`config.mk`:
```
export PLATFORM = sky130hd
export DESIGN_NAME = seq_ctrl
export DESIGN_NICKNAME = d
export VERILOG_FILES = /design/src/rtl/seq_ctrl.sv
export SDC_FILE = /design/constraint.sdc
export NUM_CORES = 1
export LEC_CHECK = 0
export ABC_AREA = 1
export CORE_MARGIN = 2
export CORE_UTILIZATION = 46
export CTS_CLUSTER_DIAMETER = 30
export DETAILED_ROUTE_END_ITERATION = 7
export HOLD_SLACK_MARGIN = 0.08
export PLACE_DENSITY = 0.78
export SLEW_MARGIN = 25
export SYNTH_ARGS = -nofsm -noshare
export SYNTH_HDL_FRONTEND = slang
export SYNTH_SLANG_ARGS = --single-unit
```
`constraint.sdc`:
```
create_clock -name clk -period 1.8 [get_ports clk]
set_clock_uncertainty 0.1 [all_clocks]
set_input_delay 0.54 -clock clk [delete_from_list [all_inputs] [get_ports clk]]
set_output_delay 0.54 -clock clk [all_outputs]
set_load 0.02 [all_outputs]
```
`src/rtl/seq_ctrl.sv`:
```
// seq_ctrl - multi-cycle control sequencer for the 8-bit-instruction core.
// Owns the instruction PC and steps each instruction through
// FETCH/DECODE/EXEC/MEM/WB. It drives the ALU, register-file and data-memory
// enables, and it resolves jumps, branches, HALT and data-memory timeouts.
//
// Ports:
//   clk          rising-edge clock
//   rst_n        asynchronous active-low reset
//   start        begin execution from PC_RESET (honoured in IDLE/HALT only)
//   opcode       decoded opcode of the instruction at pc
//   format       decoded format (C/I/M/X); control flow depends on opcode only
//   alu_eq       ALU operands equal (valid in EXEC)
//   alu_lt       ALU operand1 < operand2, unsigned (valid in EXEC)
//   jump_target  register-sourced target for JMP / taken branches (EXEC)
//   mem_ack      data memory completes the access (sampled in MEM only)
//   pc           instruction address to the ROM
//   alu_en       ALU evaluate strobe (EXEC)
//   mem_req      data memory request (MEM)
//   mem_we       1 = store, 0 = load; valid while mem_req is high
//   reg_we       register-file write strobe (WB)
//   busy         high in every state except IDLE and HALT
//   halted       high in HALT
//   err          sticky memory-timeout flag
//   retired      one-cycle pulse when an instruction completes
//   state        encoded current state, for debug
module seq_ctrl #(
  parameter logic [15:0] PC_RESET    = 16'h0000,
  parameter int unsigned MEM_TIMEOUT = 15
) (
  input  logic        clk,
  input  logic        rst_n,
  input  logic        start,
  input  logic [3:0]  opcode,
  input  logic [1:0]  format,
  input  logic        alu_eq,
  input  logic        alu_lt,
  input  logic [15:0] jump_target,
  input  logic        mem_ack,
  output logic [15:0] pc,
  output logic        alu_en,
  output logic        mem_req,
  output logic        mem_we,
  output logic        reg_we,
  output logic        busy,
  output logic        halted,
  output logic        err,
  output logic        retired,
  output logic [2:0]  state
);

  typedef enum logic [2:0] {
    IDLE    = 3'd0,
    FETCH   = 3'd1,
    DECODE  = 3'd2,
    EXEC    = 3'd3,
    MEM     = 3'd4,
    WB      = 3'd5,
    HALT    = 3'd6,
    ILLEGAL = 3'd7
  } state_t;

  localparam logic [3:0] OP_LB   = 4'b0000;
  localparam logic [3:0] OP_LHB  = 4'b0001;
  localparam logic [3:0] OP_JMP  = 4'b0010;
  localparam logic [3:0] OP_STR  = 4'b0011;
  localparam logic [3:0] OP_BNE  = 4'b1010;
  localparam logic [3:0] OP_BEQ  = 4'b1011;
  localparam logic [3:0] OP_BLT  = 4'b1100;
  localparam logic [3:0] OP_HALT = 4'b1110;
  localparam logic [3:0] OP_TBA  = 4'b1111;

  // Value the counter holds during the last MEM cycle allowed without ack.
  localparam logic [7:0] TIMEOUT_LAST = 8'(MEM_TIMEOUT - 1);

  state_t      state_q, state_d;
  logic [15:0] pc_q, pc_d;
  logic [7:0]  cnt_q, cnt_d;
  logic        err_q, err_d;
  logic        taken;

  // Format does not influence sequencing; only the opcode matters here.
  logic unused_format;
  assign unused_format = ^format;

  always_comb begin
    taken = 1'b0;
    case (opcode)
      OP_BNE:  taken = ~alu_eq;
      OP_BEQ:  taken = alu_eq;
      OP_BLT:  taken = alu_lt;
      default: taken = 1'b0;
    endcase
  end

  // State register
  always_ff @(posedge clk or negedge rst_n) begin
    if (!rst_n) begin
      state_q <= IDLE;
      pc_q    <= PC_RESET;
      cnt_q   <= '0;
      err_q   <= 1'b0;
    end else begin
      state_q <= state_d;
      pc_q    <= pc_d;
      cnt_q   <= cnt_d;
      err_q   <= err_d;
    end
  end

  // Next-state logic
  always_comb begin
    state_d = state_q;
    pc_d    = pc_q;
    cnt_d   = cnt_q;
    err_d   = err_q;
    case (state_q)
      IDLE, HALT: begin
        if (start) begin
          state_d = FETCH;
          pc_d    = PC_RESET;
          err_d   = 1'b0;
        end
      end
      FETCH: state_d = DECODE;
      DECODE: begin
        if (opcode == OP_HALT) state_d = HALT;
        else                   state_d = EXEC;
      end
      EXEC: begin
        case (opcode)
          OP_LB, OP_LHB, OP_STR: begin
            state_d = MEM;
            cnt_d   = '0;
          end
          OP_JMP: begin
            state_d = FETCH;
            pc_d    = jump_target;
          end
          OP_BNE, OP_BEQ, OP_BLT: begin
            state_d = FETCH;
            pc_d    = taken ? jump_target : pc_q + 16'd1;
          end
          OP_TBA: begin
            state_d = FETCH;
            pc_d    = pc_q + 16'd1;
          end
          default: state_d = WB;
        endcase
      end
      MEM: begin
        if (mem_ack) begin
          if (opcode == OP_STR) begin
            state_d = FETCH;
            pc_d    = pc_q + 16'd1;
          end else begin
            state_d = WB;
          end
        end else if (cnt_q == TIMEOUT_LAST) begin
          state_d = HALT;
          err_d   = 1'b1;
        end else begin
          cnt_d = cnt_q + 8'd1;
        end
      end
      WB: begin
        state_d = FETCH;
        pc_d    = pc_q + 16'd1;
      end
      default: state_d = IDLE;
    endcase
  end

  // Output decode: strobes depend on the registered state only
  always_comb begin
    alu_en  = 1'b0;
    mem_req = 1'b0;
    mem_we  = 1'b0;
    reg_we  = 1'b0;
    busy    = 1'b0;
    halted  = 1'b0;
    retired = 1'b0;
    case (state_q)
      FETCH: busy = 1'b1;
      DECODE: begin
        busy    = 1'b1;
        retired = (opcode == OP_HALT);
      end
      EXEC: begin
        busy    = 1'b1;
        alu_en  = 1'b1;
        retired = (opcode == OP_JMP) || (opcode == OP_BNE) ||
                  (opcode == OP_BEQ) || (opcode == OP_BLT) ||
                  (opcode == OP_TBA);
      end
      MEM: begin
        busy    = 1'b1;
        mem_req = 1'b1;
        mem_we  = (opcode == OP_STR);
        retired = mem_ack && (opcode == OP_STR);
      end
      WB: begin
        busy    = 1'b1;
        reg_we  = 1'b1;
        retired = 1'b1;
      end
      HALT:    halted = 1'b1;
      default: ;
    endcase
  end

  assign pc    = pc_q;
  assign err   = err_q;
  assign state = state_q;

endmodule

```
# Word level (Yosys, flattened, before mapping)
# Index checks and enable logic that the tools add are counted.
# word_totals
input_bits,28
output_inout_bits,27
wordCells,79
ff_bits,28
# classes
add_sub_neg,2
n_mux,29
n_eq_ne,24
n_reduce_logical,19
bitwise,1
# op_table
cell,n
two-way mux 16 bit,4
case mux 16 bit (4 select lines),1
case mux 16 bit (3 select lines),1
two-way mux 8 bit,3
"equality test 4 bit, second input constant",5
case mux 3 bit (6 select lines),1
"adder 16 x 1 -> 16 bit, second input constant",1
case mux 8 bit (2 select lines),1
two-way mux 3 bit,5
"inequality test 2 bit, second input constant",7
OR reduction 5 bit,2
"equality test 3 bit, second input constant",3
two-way mux 1 bit,9
"adder 8 x 1 -> 8 bit, second input constant",1
"equality test 4 x 2 -> 1 bit, second input constant",2
"equality test 8 x 4 -> 1 bit, second input constant",1
AND reduction 4 bit,2
"equality test 3 x 2 -> 1 bit, second input constant",2
case mux 3 bit (2 select lines),1
OR reduction 3 bit,2
AND reduction 5 bit,1
"equality test 4 x 1 -> 1 bit, second input constant",1
zero test 4 bit,1
logical OR 1 bit,4
13 further kinds,14

# Depth between registers and ports, before layout
# Gate-level depths: netlist of run 1.
# logic_depth
depth_word,6
depth_mapped,12
depth_no_buf,11

# Worst setup path before layout of run 1
# OpenSTA, ideal clock, no wires.
# synth_timing
kind,register to output
start,"reg state_q[0], in the netlist state[0]"
end,out retired
stages_incl_launch_ff,8
setup_slack_ps,-677
t_arrival_ps,1837
t_required_ps,1160
cell_sequence,dfrtp_1 > inv_2 > nand2_1 > nor2_4 > inv_2 > nor2_1 > a21oi_1 > a31oi_1
# synth_via
elab_chain_cells,2
# synth_rtl
element,line,rtl
"start, declared",75,"state_t state_q, state_d;"
"start signal, assigned",103,state_q <= state_d;
equality test 3 bit or equality test 3 x 2 -> 1 bit (tied branches),182,case (state_q)
case mux 1 bit (4 select lines) *,182,
"end, declared",47,"output logic retired,"
# Mark *: on every way between the ends. The rest lies on a longest branch, timed or not.

# Final worst setup path of run 1
# Ends and elaborated chain as after synthesis.

==> flow_metrics.env, run 1 <==
export IMPL_drt_pass1_iter_count=5
export IMPL_clock_sinks=28
export IMPL_clockRootBuffer="clkbuf_8"
export IMPL_reg2reg_depth=13
export IMPL_cts_max_path_buffers=2
export IMPL_syn_area_per_cell_um2=6.29
export IMPL_cts_max_level=1
export IMPL_start_kind="register"
export IMPL_grt_pass1_wl_mm=15.0
export IMPL_path_cells="inv_2 -> nand2_2 -> nor2_4 -> inv_2 -> nor2_4 -> a21oi_2 -> a31oi_4 -> buf_6"
export IMPL_worst_setup_path_end_kind="output pin"
export IMPL_setup_tns_ps=-4000
export IMPL_p_leak_nw=2.03
export IMPL_multi_input_area_um2=1790
export IMPL_cpLargestDelayFamily="flip-flops"
export IMPL_synthCells=384
export IMPL_path_class="reg2out"
export IMPL_die_w_um=76.5
export IMPL_instances_no_fill=593
export IMPL_place_ws_ps=-1230
export IMPL_dieArea_um2=5850
export IMPL_gr_total_overflow=0
export IMPL_nets=557
export IMPL_place_inst=558
export IMPL_slowest_delay_ps=420
export IMPL_port_buffers=52
export IMPL_clk_latency_ps=290
export IMPL_start_util_pct=47.6
export IMPL_maxCapViolCount=0
export IMPL_clkTransAtPathRegs_ps=110
export IMPL_min_period_ps=2240
export IMPL_drt_iter0_drc=326
export IMPL_num_io_pins=55
export IMPL_r2r_start="state[2]$_DFFE_PN0P_"
export IMPL_drive_above_1_share_pct=37.7
export IMPL_grt_max_degree=29
export IMPL_synth_area_um2=2420
export IMPL_cp_num_cells=8
export IMPL_power_density_nw_per_um2=1530
export IMPL_numCtsBuffers=3
export IMPL_dp_hpwl_mm=5.37
export IMPL_ys_warn_count=0
export IMPL_final_area_um2=4160
export IMPL_cp_arrival_ps=1600
export IMPL_die_h_um=76.5
export IMPL_antenna_cells=0
export IMPL_relSlewSlack_pct=77.9
export IMPL_cp_endpoint="retired"
export IMPL_path_buf_inv=3
export IMPL_drc=0
export IMPL_syn_nets=417
export IMPL_rsz0062_at_grt="true"
export IMPL_post_route_period_util_pct=124
export IMPL_final_hold_viol_count=0
export IMPL_r2r_slack_ps=-180
export IMPL_yosysUniqueCellTypes=29
export IMPL_fillCellCount=335
export IMPL_drv_slew=0
export IMPL_antenna_found_initial=0
export IMPL_place_area_um2=3460
export IMPL_viasPerCell=5.69
export IMPL_areaGrowthSynthToFinish_pct=72.3
export IMPL_vdd_drop_max_uv=1140
export IMPL_ys_ff_latch=28
export IMPL_grt_usage_pct=31.8
export IMPL_timing_hold_ws_ps=424
export IMPL_num_vias=3375
export IMPL_wirelength_mm=10.4
export IMPL_cts_tree="done"
export IMPL_row_count=26
export IMPL_slowest_stage="dfrtp_2"
export IMPL_startpoint="state[0]$_DFFE_PN0P_"
export IMPL_fmaxAchievable_mhz=446
export IMPL_hold_class="reg2reg"
export IMPL_grt_pass1_vias=3273
export IMPL_ff_latch_area_um2=704
export IMPL_critPathRequiredTime_ps=1160
export IMPL_outcome="finished, violations left"
export IMPL_violations="setup timing"
export IMPL_worstMarginPinSlew_ps=330
export IMPL_setup_viol=24
export IMPL_fp_coreArea_um2=5070
export IMPL_globalplace_congestion=0.876
export IMPL_ys_seq_area_share_pct=29.0
export IMPL_antenna_left=0
export IMPL_worstReg2RegEnd="pc[13]$_DFFE_PN0P_"
export IMPL_timing_final_ws_setup_ps=-441
export IMPL_routedWlPerCell_um=17.5
export IMPL_cts_hold_buffers=0
export IMPL_crit_fanout=2
[registers in the layout, summed over array words and instances (netlist names)]
name   cells
state      3
cnt_q      8
err        1
pc        16
[metal layers]
metal,GRT usage (%),part of all wire [%],up-vias
met5,0,0,-
met4,17.3,8.4,0
met3,4.74,8.1,80
met2,61.1,50,219
met1,32.8,33,1568
li1,-,-,1508
[how the worst min path moves through the flow]
stage                               from                   end  slack, ps  cells after the start
global placement    cnt_q[0]$_DFFE_PN0P_  cnt_q[0]$_DFFE_PN0P_        390                      1
detailed placement  cnt_q[0]$_DFFE_PN0P_  cnt_q[0]$_DFFE_PN0P_        400                      1
global route        cnt_q[0]$_DFFE_PN0P_  cnt_q[0]$_DFFE_PN0P_        450                      1
finish              cnt_q[0]$_DFFE_PN0P_  cnt_q[0]$_DFFE_PN0P_        420                      1
floorplan                          rst_n  cnt_q[0]$_DFFE_PN0P_        140                      0
CTS                 cnt_q[0]$_DFFE_PN0P_  cnt_q[0]$_DFFE_PN0P_        420                      1
[Yosys cell counts (all sizes together)]
cell / instances / area [um^2]
a21boi: 1 / 7.51
o31ai: 1 / 7.51
ha: 5 / 62.6
buf: 7 / 53.8
nand4: 9 / 56.3
xor2: 4 / 35.0
o21bai: 1 / 7.51
nand2: 117 / 462
and2: 2 / 12.5
nand3b: 2 / 15.0
a31oi: 1 / 6.26
inv: 43 / 161
nor2: 81 / 344
dfrtp: 28 / 701
a221oi: 1 / 8.76
xnor2: 2 / 17.5
o21ai: 14 / 70.1
nand3: 42 / 243
nor3: 5 / 25.0
a21oi: 18 / 120
[where the power goes]
part           total (mW)  leakage [nW]  internal (mW)  switching (mW)
Clock               0.528        0.0357          0.299           0.229
Combinational        4.74          1.64           2.13            2.61
Sequential           1.10         0.351          0.900           0.195
Total                6.36          2.03           3.33            3.03
[repair_timing]
item,CTS,global route
gates resized for setup,153,43
endpoints found under the setup margin,53,32
buffers inserted,27,10
pin swaps,17,14
gates cloned,2,0
[area by class of cell]
cell class	count	share of cell area [%]
multi-input combinational	306	43.0
timing repair buffer	142	32.2
sequential	28	16.9
inverter	43	4.12
tap	70	2.10
clock buffer	3	0.992
clock inverter	1	0.721
[worst register-to-register path, delay by kind of cell, from the launching register on]
family                 cells  cell delay (ps)
buffers and inverters      4              400
DFF                        1              460
and+or+nand+nor            9              920
[stage by stage]
stage / total power, mW / util, %
2_1_floorplan: 3.29 / -
3_3_place_gp: 4.58 / 68.2
3_5_place_dp: 4.66 / 68.2
4_1_cts: 5.89 / 78.4
5_1_grt: 6.71 / 82.1
6_report: 6.36 / 82.1
[cells by family (layout without fill, tap and decap cells)]
kind of cell / after synthesis / after routing / share of synthesized area, %
AND/OR/NAND/NOR: 258 / 258 / 47.9
adder cells (fa/ha/maj): 5 / 5 / 2.59
XOR/XNOR: 6 / 6 / 2.18
flip-flops: 28 / 28 / 29.0
buffers and inverters: 50 / 189 / 8.91
AO/OA/AOI/OAI: 37 / 37 / 9.43
[cell usage in the layout, fill, tap and decap left out, types with 7 or more instances in the layout]
master             n
dfrtp_1           25
nand2_1          100
inv_1             31
nor2_4            11
buf_4             67
nand4_1            9
o21ai_0            7
nand2_2           11
clkdlybuf4s50_1   20
nor2_2            18
dlygate4sd2_1     18
nor2_1            52
nand3_1           30
buf_6             27
a21oi_1            9
inv_2              8
a21oi_2            9
Note: power is estimated with default switching activity, not from simulation.
==> run 2: changes to the inputs <==
--- a/config.mk
+++ b/config.mk
@@ -7,11 +7,11 @@
 export LEC_CHECK = 0
 export ABC_AREA = 1
 export CORE_MARGIN = 2
-export CORE_UTILIZATION = 46
+export CORE_UTILIZATION = 40
 export CTS_CLUSTER_DIAMETER = 30
 export DETAILED_ROUTE_END_ITERATION = 7
 export HOLD_SLACK_MARGIN = 0.08
-export PLACE_DENSITY = 0.78
+export PLACE_DENSITY = 0.7
 export SLEW_MARGIN = 25
 export SYNTH_ARGS = -nofsm -noshare
 export SYNTH_HDL_FRONTEND = slang
==> flow_metrics.env, run 2 (synthesis results as in run 1) <==
export IMPL_outcome="finished, violations left"
export IMPL_violations="setup timing"
export IMPL_reg2reg_depth=9
export IMPL_largest_reg_flops=16
export IMPL_cp_num_cells=10
export IMPL_die_h_um=81.7
export IMPL_numCtsBuffers=3
export IMPL_worstMarginPinSlew_ps=338
export IMPL_place_ws_ps=-1230
export IMPL_slowest_delay_ps=140
export IMPL_path_class="in2out"
export IMPL_grt_max_degree=29
export IMPL_final_common_cell="nand2_1"
export IMPL_critPathRequiredTime_ps=1160
export IMPL_port_buffers=52
export IMPL_start_util_pct=41.1
export IMPL_timing_final_ws_setup_ps=-337
export IMPL_crit_fanout=4
export IMPL_drive_above_1_share_pct=37.1
export IMPL_wirelength_mm=8.03
export IMPL_fmaxAchievable_mhz=468
export IMPL_clk_latency_ps=280
export IMPL_nets=544
export IMPL_gr_total_overflow=0
export IMPL_p_leak_nw=1.94
export IMPL_clkTransAtPathRegs_ps=100
export IMPL_cts_tree="done"
export IMPL_viasPerCell=5.05
export IMPL_relSlewSlack_pct=77.3
export IMPL_antenna_cells=0
export IMPL_areaGrowthSynthToFinish_pct=67.7
export IMPL_grt_pass1_wl_mm=11.8
export IMPL_final_hold_viol_count=0
export IMPL_mostFrequentLayoutCells="nand2_1 (97), buf_4 (61), nor2_1 (50)"
export IMPL_power_density_nw_per_um2=1480
export IMPL_cts_max_level=1
export IMPL_cts_max_path_buffers=2
export IMPL_drc=0
export IMPL_cpLargestDelayFamily="simple AND/OR/NAND/NOR gates"
export IMPL_hold_class="reg2reg"
export IMPL_clock_sinks=28
export IMPL_setup_viol=20
export IMPL_grt_pass1_vias=2671
export IMPL_slowest_stage="buf_6"
export IMPL_num_io_pins=55
export IMPL_drt_pass1_iter_count=4
export IMPL_worst_setup_path_end_kind="output pin"
export IMPL_routedWlPerCell_um=13.7
export IMPL_rsz0062_at_grt="true"
export IMPL_final_util_pct=68.9
export IMPL_maxCapViolCount=0
export IMPL_path_cells="buf_4 -> nand2_4 -> inv_2 -> nand2_2 -> nand2_4 -> nor2_4 -> nand2_1 -> nand2_2 -> a31oi_4 -> buf_6"
export IMPL_start_kind="input pin"
export IMPL_cts_hold_buffers=0
export IMPL_dieArea_um2=6680
export IMPL_post_route_period_util_pct=119
export IMPL_setup_tns_ps=-1830
export IMPL_row_count=28
export IMPL_min_period_ps=2140
export IMPL_clockRootBuffer="clkbuf_8"
export IMPL_globalplace_congestion=0.882
export IMPL_die_w_um=81.7
export IMPL_antenna_left=0
export IMPL_num_vias=2953
export IMPL_holdPathStages=1
export IMPL_fp_coreArea_um2=5890
export IMPL_cp_arrival_ps=1500
export IMPL_vdd_drop_max_uv=919
export IMPL_path_buf_inv=3
export IMPL_drt_iter0_drc=165
export IMPL_grt_usage_pct=22.6
export IMPL_timing_hold_ws_ps=420
export IMPL_antenna_found_initial=0
export IMPL_dp_hpwl_mm=5.20
export IMPL_drv_slew=0
-- run 2: timing repair --
action / 4_1_cts / 5_1_grt
pin swaps: 16 / 19
setup buffers: 9 / 10
gates cloned: 1 / 3
endpoints found under the setup margin: 53 / 32
gates resized for setup: 114 / 81
-- run 2: per-stage QoR --
| stage | power (mW) | instance area [um^2] | instances |
|---|---|---|---|
| final | 5.98 | 4050 | 585 |
| after global routing | 6.42 | 4050 | 585 |
| after CTS | 5.10 | 3680 | 575 |
| after detailed placement | 4.64 | 3470 | 561 |
| after global placement | 4.58 | 3470 | 561 |
| after floorplan | 3.29 | 2470 | 384 |
-- run 2: layout make-up --
type                    instances  area (um^2)
fillers                       489         1830
multi-input cells             307         1830
repair buffers                128         1210
flip-flops and latches         28          704
inverters                      43          174
well taps                      75         93.8
clock buffers                   4         45.0
-- run 2: path summary, 6_finish.rpt --
path | from | endpoint | slack [ps]
worst max-delay path | opcode[2] | retired | -340
worst min-delay path | cnt_q[0]$_DFFE_PN0P_ | cnt_q[0]$_DFFE_PN0P_ | 420
worst max register to register | state[2]$_DFFE_PN0P_ | pc[8]$_DFFE_PN0P_ | -60
worst min register to register | cnt_q[0]$_DFFE_PN0P_ | cnt_q[0]$_DFFE_PN0P_ | 420
max in group asynchronous | rst_n | state[0]$_DFFE_PN0P_ | 910
min in group asynchronous | rst_n | pc[2]$_DFFE_PN0P_ | 500
-- run 2: per-layer routing --
metal / vias to the layer above / global-route usage (%) / share of wire, %
met4: 0 / 6.17 / 2.4
met5: - / 0 / 0
li1: 1479 / - / -
met3: 20 / 3.19 / 5.8
met1: 1354 / 26.6 / 40
met2: 100 / 42.4 / 52
-- run 2: power breakdown --
group          internal (mW)  switching (mW)
Combinational           2.03            2.46
Clock                  0.159           0.208
Sequential             0.900           0.223
Total                   3.09            2.89
